==> src/rtl/altpcierd_cdma_msi_gen.sv <==
// MSI request generator for the chaining DMA: merges read/write descriptor-engine
// interrupt pulses into per-source pending bits and issues one MSI at a time.
module altpcierd_cdma_msi_gen #(
    parameter logic [2:0] MSI_TC     = 3'd0,
    parameter int         GAP_CYCLES = 4
) (
    input  logic       clk_in,
    input  logic       rstn,
    input  logic       msi_enable,
    input  logic       rd_irq,
    input  logic [4:0] rd_irq_num,
    input  logic       wr_irq,
    input  logic [4:0] wr_irq_num,
    output logic       app_msi_req,
    input  logic       app_msi_ack,
    output logic [2:0] app_msi_tc,
    output logic [4:0] app_msi_num,
    output logic       msi_busy,
    output logic [7:0] coalesce_cnt
);

    typedef enum logic [1:0] {IDLE = 2'd0, REQ = 2'd1, GAP = 2'd2} state_t;

    localparam logic SRC_RD = 1'b0;
    localparam logic SRC_WR = 1'b1;

    state_t     state;
    logic       rd_pend, wr_pend;
    logic       rd_pend_p1, wr_pend_p1;
    logic [4:0] rd_num_q, wr_num_q;
    logic       last_gnt, gnt_q;
    logic [3:0] gap_cnt;

    logic       ack_fire, rd_clr, wr_clr, rd_merge, wr_merge;
    logic       rd_rdy, wr_rdy, gnt_sel;

    function automatic logic [7:0] sat_inc(input logic [7:0] cnt, input logic [1:0] inc);
        logic [8:0] sum;
        sum = {1'b0, cnt} + {7'd0, inc};
        return sum[8] ? 8'hFF : sum[7:0];
    endfunction

    always_comb begin
        ack_fire = (state == REQ) && app_msi_ack;
        rd_clr   = ack_fire && (gnt_q == SRC_RD);
        wr_clr   = ack_fire && (gnt_q == SRC_WR);
        rd_merge = rd_irq && rd_pend && !rd_clr;
        wr_merge = wr_irq && wr_pend && !wr_clr;
        // A source is eligible only once its bit has been set for a full cycle.
        rd_rdy   = rd_pend && rd_pend_p1;
        wr_rdy   = wr_pend && wr_pend_p1;
        if (rd_rdy && wr_rdy)
            gnt_sel = ~last_gnt;
        else
            gnt_sel = wr_rdy ? SRC_WR : SRC_RD;
    end

    // Stage p0: pending capture and coalescing; p1: pending age for eligibility
    always_ff @(posedge clk_in or negedge rstn) begin
        if (!rstn) begin
            rd_pend      <= 1'b0;
            wr_pend      <= 1'b0;
            rd_pend_p1   <= 1'b0;
            wr_pend_p1   <= 1'b0;
            rd_num_q     <= 5'd0;
            wr_num_q     <= 5'd0;
            coalesce_cnt <= 8'd0;
        end else begin
            rd_pend_p1 <= rd_pend;
            wr_pend_p1 <= wr_pend;
            if (rd_irq && (!rd_pend || rd_clr)) begin
                rd_pend  <= 1'b1;
                rd_num_q <= rd_irq_num;
            end else if (rd_clr) begin
                rd_pend  <= 1'b0;
            end
            if (wr_irq && (!wr_pend || wr_clr)) begin
                wr_pend  <= 1'b1;
                wr_num_q <= wr_irq_num;
            end else if (wr_clr) begin
                wr_pend  <= 1'b0;
            end
            coalesce_cnt <= sat_inc(coalesce_cnt, {1'b0, rd_merge} + {1'b0, wr_merge});
        end
    end

    // Request FSM with registered outputs
    always_ff @(posedge clk_in or negedge rstn) begin
        if (!rstn) begin
            state       <= IDLE;
            app_msi_req <= 1'b0;
            app_msi_tc  <= 3'd0;
            app_msi_num <= 5'd0;
            gap_cnt     <= 4'd0;
            last_gnt    <= SRC_WR;
            gnt_q       <= SRC_WR;
        end else begin
            unique case (state)
                IDLE: begin
                    if (msi_enable && (rd_rdy || wr_rdy)) begin
                        state       <= REQ;
                        app_msi_req <= 1'b1;
                        app_msi_tc  <= MSI_TC;
                        app_msi_num <= (gnt_sel == SRC_WR) ? wr_num_q : rd_num_q;
                        gnt_q       <= gnt_sel;
                    end
                end
                REQ: begin
                    if (app_msi_ack) begin
                        state       <= GAP;
                        app_msi_req <= 1'b0;
                        last_gnt    <= gnt_q;
                        gap_cnt     <= 4'(GAP_CYCLES);
                    end
                end
                GAP: begin
                    if (gap_cnt <= 4'd1) begin
                        state   <= IDLE;
                        gap_cnt <= 4'd0;
                    end else begin
                        gap_cnt <= gap_cnt - 4'd1;
                    end
                end
                default: state <= IDLE;
            endcase
        end
    end

    assign msi_busy = rd_pend || wr_pend || (state != IDLE);

endmodule

==> config.mk <==
export PLATFORM = sky130hd
export DESIGN_NAME = altpcierd_cdma_msi_gen
export DESIGN_NICKNAME = d
export VERILOG_FILES = /design/src/rtl/altpcierd_cdma_msi_gen.sv
export SDC_FILE = /design/constraint.sdc
export NUM_CORES = 1
export LEC_CHECK = 0
export CAP_MARGIN = 30
export CELL_PAD_IN_SITES_DETAIL_PLACEMENT = 1
export CELL_PAD_IN_SITES_GLOBAL_PLACEMENT = 2
export CORE_MARGIN = 2
export CORE_UTILIZATION = 35
export CTS_CLUSTER_DIAMETER = 40
export DETAILED_ROUTE_END_ITERATION = 16
export DONT_BUFFER_PORTS = 1
export GPL_ROUTABILITY_DRIVEN = 1
export PLACE_DENSITY = 0.83
export SETUP_SLACK_MARGIN = 0.02
export SLEW_MARGIN = 40
export SYNTH_ARGS = -nofsm -noshare
export SYNTH_HDL_FRONTEND = slang
export SYNTH_SLANG_ARGS = --single-unit
export TNS_END_PERCENT = 1
==> constraint.sdc <==
create_clock -name clk_in -period 2.4 [get_ports clk_in]
set_input_delay 0.12 -clock clk_in [delete_from_list [all_inputs] [get_ports clk_in]]
set_output_delay 0.12 -clock clk_in [all_outputs]
set_load 0.05 [all_outputs]
### Word level (Yosys, flattened, before mapping)

Cells that the tools add are included.

* logic and storage cells: 75
* register bits after elaboration: 36
* input bits: 16
* output and inout port bits: 18

* mux-type cells: 18
* reductions and logical operators: 33
* order comparisons: 1
* add/sub/neg operators: 3
* bitwise gates (word level): 2
* equal/unequal tests: 5

Operators with widths (count)
* $logic_and 1x1->1: 13
* $reduce_bool 2->1: 5
* $add 8x2->9: 1
* $mux 1: 8
* $mux 4: 2
* $mux 8: 1
* $pmux 4 s2: 1
* $mux 2: 3
* $ne 2x2->1 const B: 3
* $pmux 2 s3: 1
* $reduce_and 2->1: 3
* $reduce_and 3->1: 2
* $logic_or 1x1->1: 5
* $mux 5: 1
* $le 4x1->1 const B: 1
* $logic_not 1->1: 4
* $sub 4x1->4 const B: 1
* $add 1x1->2: 1
* $eq 2x1->1 const B: 1
* $eq 2x2->1 const B: 1
* $logic_not 2->1: 1
* $not 1->1: 2
* $pmux 1 s2: 1

### Logic depth before layout (Yosys ltp)

* word-level depth: 8
* mapped depth: 7
* gate-level depth less buffers: 6

### Worst setup path before layout

Ideal clock, no wire load.

* kind: register -> register
* start point: register gnt_q
* end point: register coalesce_cnt[6]
* buffers on the path: 1
* path slack: 139 ps
* clock period less this slack: 2261 ps
* data arrival time: 2136 ps
* stages on the path, launching flop included: 8
* required time: 2275 ps
* cells stage by stage: dfstp_2 > and4bb_1 > nor3b_1 > fa_1 > and4_1 > clkbuf_2 > and3_1 > mux2_2

* longest elaborated chain between the ends: 7
* elaborated cells on any way between the ends: 10

RTL lines
* start: declaration: line 31 `logic last_gnt, gnt_q;`
* start signal: assignment: line 105 `gnt_q <= gnt_sel;`
* $not 1->1: line 45 `rd_clr = ack_fire && (gnt_q == SRC_RD);`
* $logic_and 1x1->1: line 45
* $logic_not 1->1: line 47 `rd_merge = rd_irq && rd_pend && !rd_clr;`
* $logic_and 1x1->1: line 47
* $add 1x1->2 (*): line 83 `coalesce_cnt <= sat_inc(coalesce_cnt, {1'b0, rd_merge} + {1'b0, wr_merge});`
* $add 8x2->9 (*): line 39 `sum = {1'b0, cnt} + {7'd0, inc};`
* $mux 8 (*): line 40 `return sum[8] ? 8'hFF : sum[7:0];`
* end signal: assignment: line 83
* end: declaration: line 19 `output logic [7:0] coalesce_cnt`

Every way passes the cells marked *; elsewhere a longest branch is shown, timed or not.
A chain may end at the register's enable or synchronous reset.

### Worst setup path after layout

* start point: register gnt_q
* end point: register coalesce_cnt[2]

The elaborated chain is that of the path after synthesis.

==> results.tsv <==
metric	value	unit
n_diodes	0	
Die Area	0.005280	sq mm
worst reg2reg path depth	7	
initial antenna violation count	0	
routed via count	1169	
Max Cap Violations	0	
CP startpoint	gnt_q	
Final Setup Violations	0	
Die W	72.67	um
CTS sink cnt	36	
Worst-Skew Late Latency	0.29	ns
cts bufs inserted	5	
I/O pin count	34	
WL/cell	16.94	um
dpl hpwl	2476	um
Worst-Margin Slew	0.5479	ns
cells after synthesis	142	
Post-synth ARST share	1.000	
post-route ant nets	0	
total grt overflow	0	
Rows	24	
met2 WL	1779	um
proportion of layout cells with a drive suffix above 1	0.1627	
CP required	2.55	ns
gp weighted congestion	0.7286	
Ys Warns	0	
CTS tree	done	
FF+latch count, synth	36	
Hold Path Sink	rd_num_q[1]	
status	complete, no violations	
final hold vios	0	
Worst Skew	0.01296	ns
first-pass GRT wire length	6279	um
nature of the critical path endpoint	flip-flop	
vias in the first global route	1284	
CP max FO	5	
kind of critical path	reg2reg	
Setup TNS	0	ns
sequential fraction of the synthesis area	0.5474	
clk buf depth	2	
CP startpoint kind	flip-flop	
core footprint	0.004444	sq mm
initial DRC count	64	
main flop type after synthesis	dfrtp_1	
GRT Util Overall	0.1593	
RSZ-0062 raised after global routing	true	
Finished Layout Cells	218	
synthesized cell area	0.001650	sq mm
Root Buffer	clkbuf_8	
final worst-path cycle share	0.9351	
Starting Density	0.3713	
reg2reg end	coalesce_cnt[2]	
area delta synth->final	20.62	%
H-tree depth	2	
most frequent cells in the layout	34 x dfrtp_1, 14 x dlygate4sd3_1, 13 x nand2_1	
Power Dens Cells	1457	mW/mm^2
Final Max Tran Viols	0	
total wire length	3694	um
pin count of the biggest net entering global routing	37	
placed cells	195	
EDFF count, synth	0	
Die Y	72.67	um
Hold Path Class	in2reg	
Total Nets Final	184	
Slew headroom	0.6347	
Vias/cell	5.362	
Critical R2R Launch	gnt_q	
Max Used Layer	met4	
Setup Buffers After CTS	0	
flop2flop setup slack	0.16	ns
Leakage	0.8785	nW
Detailed Routing Iterations Pass 1	4	
number of I/O port buffers	0	
# DRC	0	
HP Start	rd_irq	
WP data arrival	2.40	ns
Worst Hold Depth	2	
FMAX	445.6	MHz
clock-pin slew on the worst setup and hold paths	0.08	ns
worst vdd ir	0.7331	mV
Mapped Avg Cell Area	11.62	sq um
commonest non-fill, non-tap cell in the layout	dfrtp_1	
min Tclk post-route	2.244	ns
M1 WL	1638	um
Yosys cell types	40	
met3 WL	212	um
==> how the worst max path moves through the flow <==
stage	endpoint	slack (ns)
after floorplan	coalesce_cnt[6]	0.14
after global placement	coalesce_cnt[6]	0.19
after detailed placement	coalesce_cnt[6]	0.07
after CTS	coalesce_cnt[6]	0.05
after global routing	coalesce_cnt[3]	0.02
final	coalesce_cnt[2]	0.16
==> cell usage after synthesis (2+ instances only) <==
cell type | number | area (sq um)
dfstp_2 | 2 | 52.55
and3_1 | 4 | 25.02
nand3_1 | 3 | 15.01
dfrtp_1 | 34 | 850.8
nand2_1 | 13 | 48.80
a21oi_1 | 7 | 35.03
and2_1 | 2 | 12.51
nor2b_1 | 2 | 12.51
o21bai_1 | 3 | 22.52
nand4_1 | 6 | 37.54
buf_4 | 3 | 22.52
o21ai_0 | 11 | 55.05
mux2_1 | 5 | 56.30
a21o_1 | 2 | 15.01
xnor2_1 | 2 | 17.52
mux2_2 | 6 | 67.56
a31oi_1 | 6 | 37.54
nand2b_1 | 5 | 31.28
inv_1 | 3 | 11.26
nor2_1 | 2 | 7.510
ha_1 | 2 | 25.02
==> state kept, by name (all words and copies together), names as in the netlist <==
signal        count
coalesce_cnt      8
app_msi_num       5
rd_num_q          5
wr_num_q          5
gap_cnt           4
state             2
app_msi_req       1
gnt_q             1
last_gnt          1
rd_pend           1
rd_pend_p1        1
wr_pend           1
wr_pend_p1        1
==> worst max-delay path, cell delays in order (launching register included) <==
cell      delay (ns)
dfstp_2         0.55
nand4b_2        0.16
and3_1          0.24
fa_1            0.44
and4_1          0.25
buf_4           0.15
nand4_1         0.19
o21ai_0         0.12
==> routing by layer <==
| layer | GRT usage | vias up |
|---|---|---|
| met5 | 0 | - |
| met4 | 0.07202 | 0 |
| met3 | 0.05110 | 7 |
| met2 | 0.2556 | 35 |
| met1 | 0.1957 | 575 |
| li1 | - | 552 |
==> report_power, final <==
part	total [mW]	leakage, nW	internal [mW]	switching (mW)
Combinational	0.941	0.408	0.412	0.529
Sequential	1.44	0.415	0.891	0.548
Clock	0.520	0.0552	0.308	0.212
Total	2.90	0.879	1.61	1.29
==> area by class of cell <==
type	count	area [sq um]
Fill cell	493	2454
Timing Repair Buffer	20	197.7
Sequential cell	36	903.4
Tap cell	52	65.06
Clock buffer	6	72.57
Clock inverter	2	35.03
Multi-Input combinational cell	99	705.7
Inverter	3	11.26
==> cells by family (layout without fill, tap and decap cells) <==
kind of cell	Yosys count	in the layout	synth area share
multiplexers	13	13	0.09021
XOR/XNOR	2	2	0.01062
other	1	3	0.002272
flip-flops	36	36	0.5474
AND/OR/NAND/NOR	45	45	0.1622
adder cells (fa/ha/maj)	3	3	0.02729
buffers and inverters	9	31	0.03259
AO/OA/AOI/OAI	33	33	0.1274
==> timing repair <==
action / CTS / global route
endpoints found under the setup margin: 0 / 4
endpoints found under the hold margin: 50 / 0
resized for setup: 0 / 1
hold buffers: 15 / 0
==> stage by stage <==
step / area [sq um] / hold slack [ns] / util / total power [mW] / worst slack [ns]
3_5_place_dp: 1718 / -0.1743 / 0.3865 / 2.336 / 0.07349
3_3_place_gp: 1718 / -0.1746 / 0.3865 / 2.287 / 0.1863
4_1_cts: 1986 / 0.08790 / 0.4468 / 2.910 / 0.05209
6_report: 1991 / 0.08340 / 0.4479 / 2.900 / 0.1558
2_1_floorplan: 1658 / -0.1756 / - / 2.092 / 0.1394
5_1_grt: 1991 / 0.09433 / 0.4479 / 3.094 / 0.01591
Note: power is estimated with default switching activity, not from simulation.
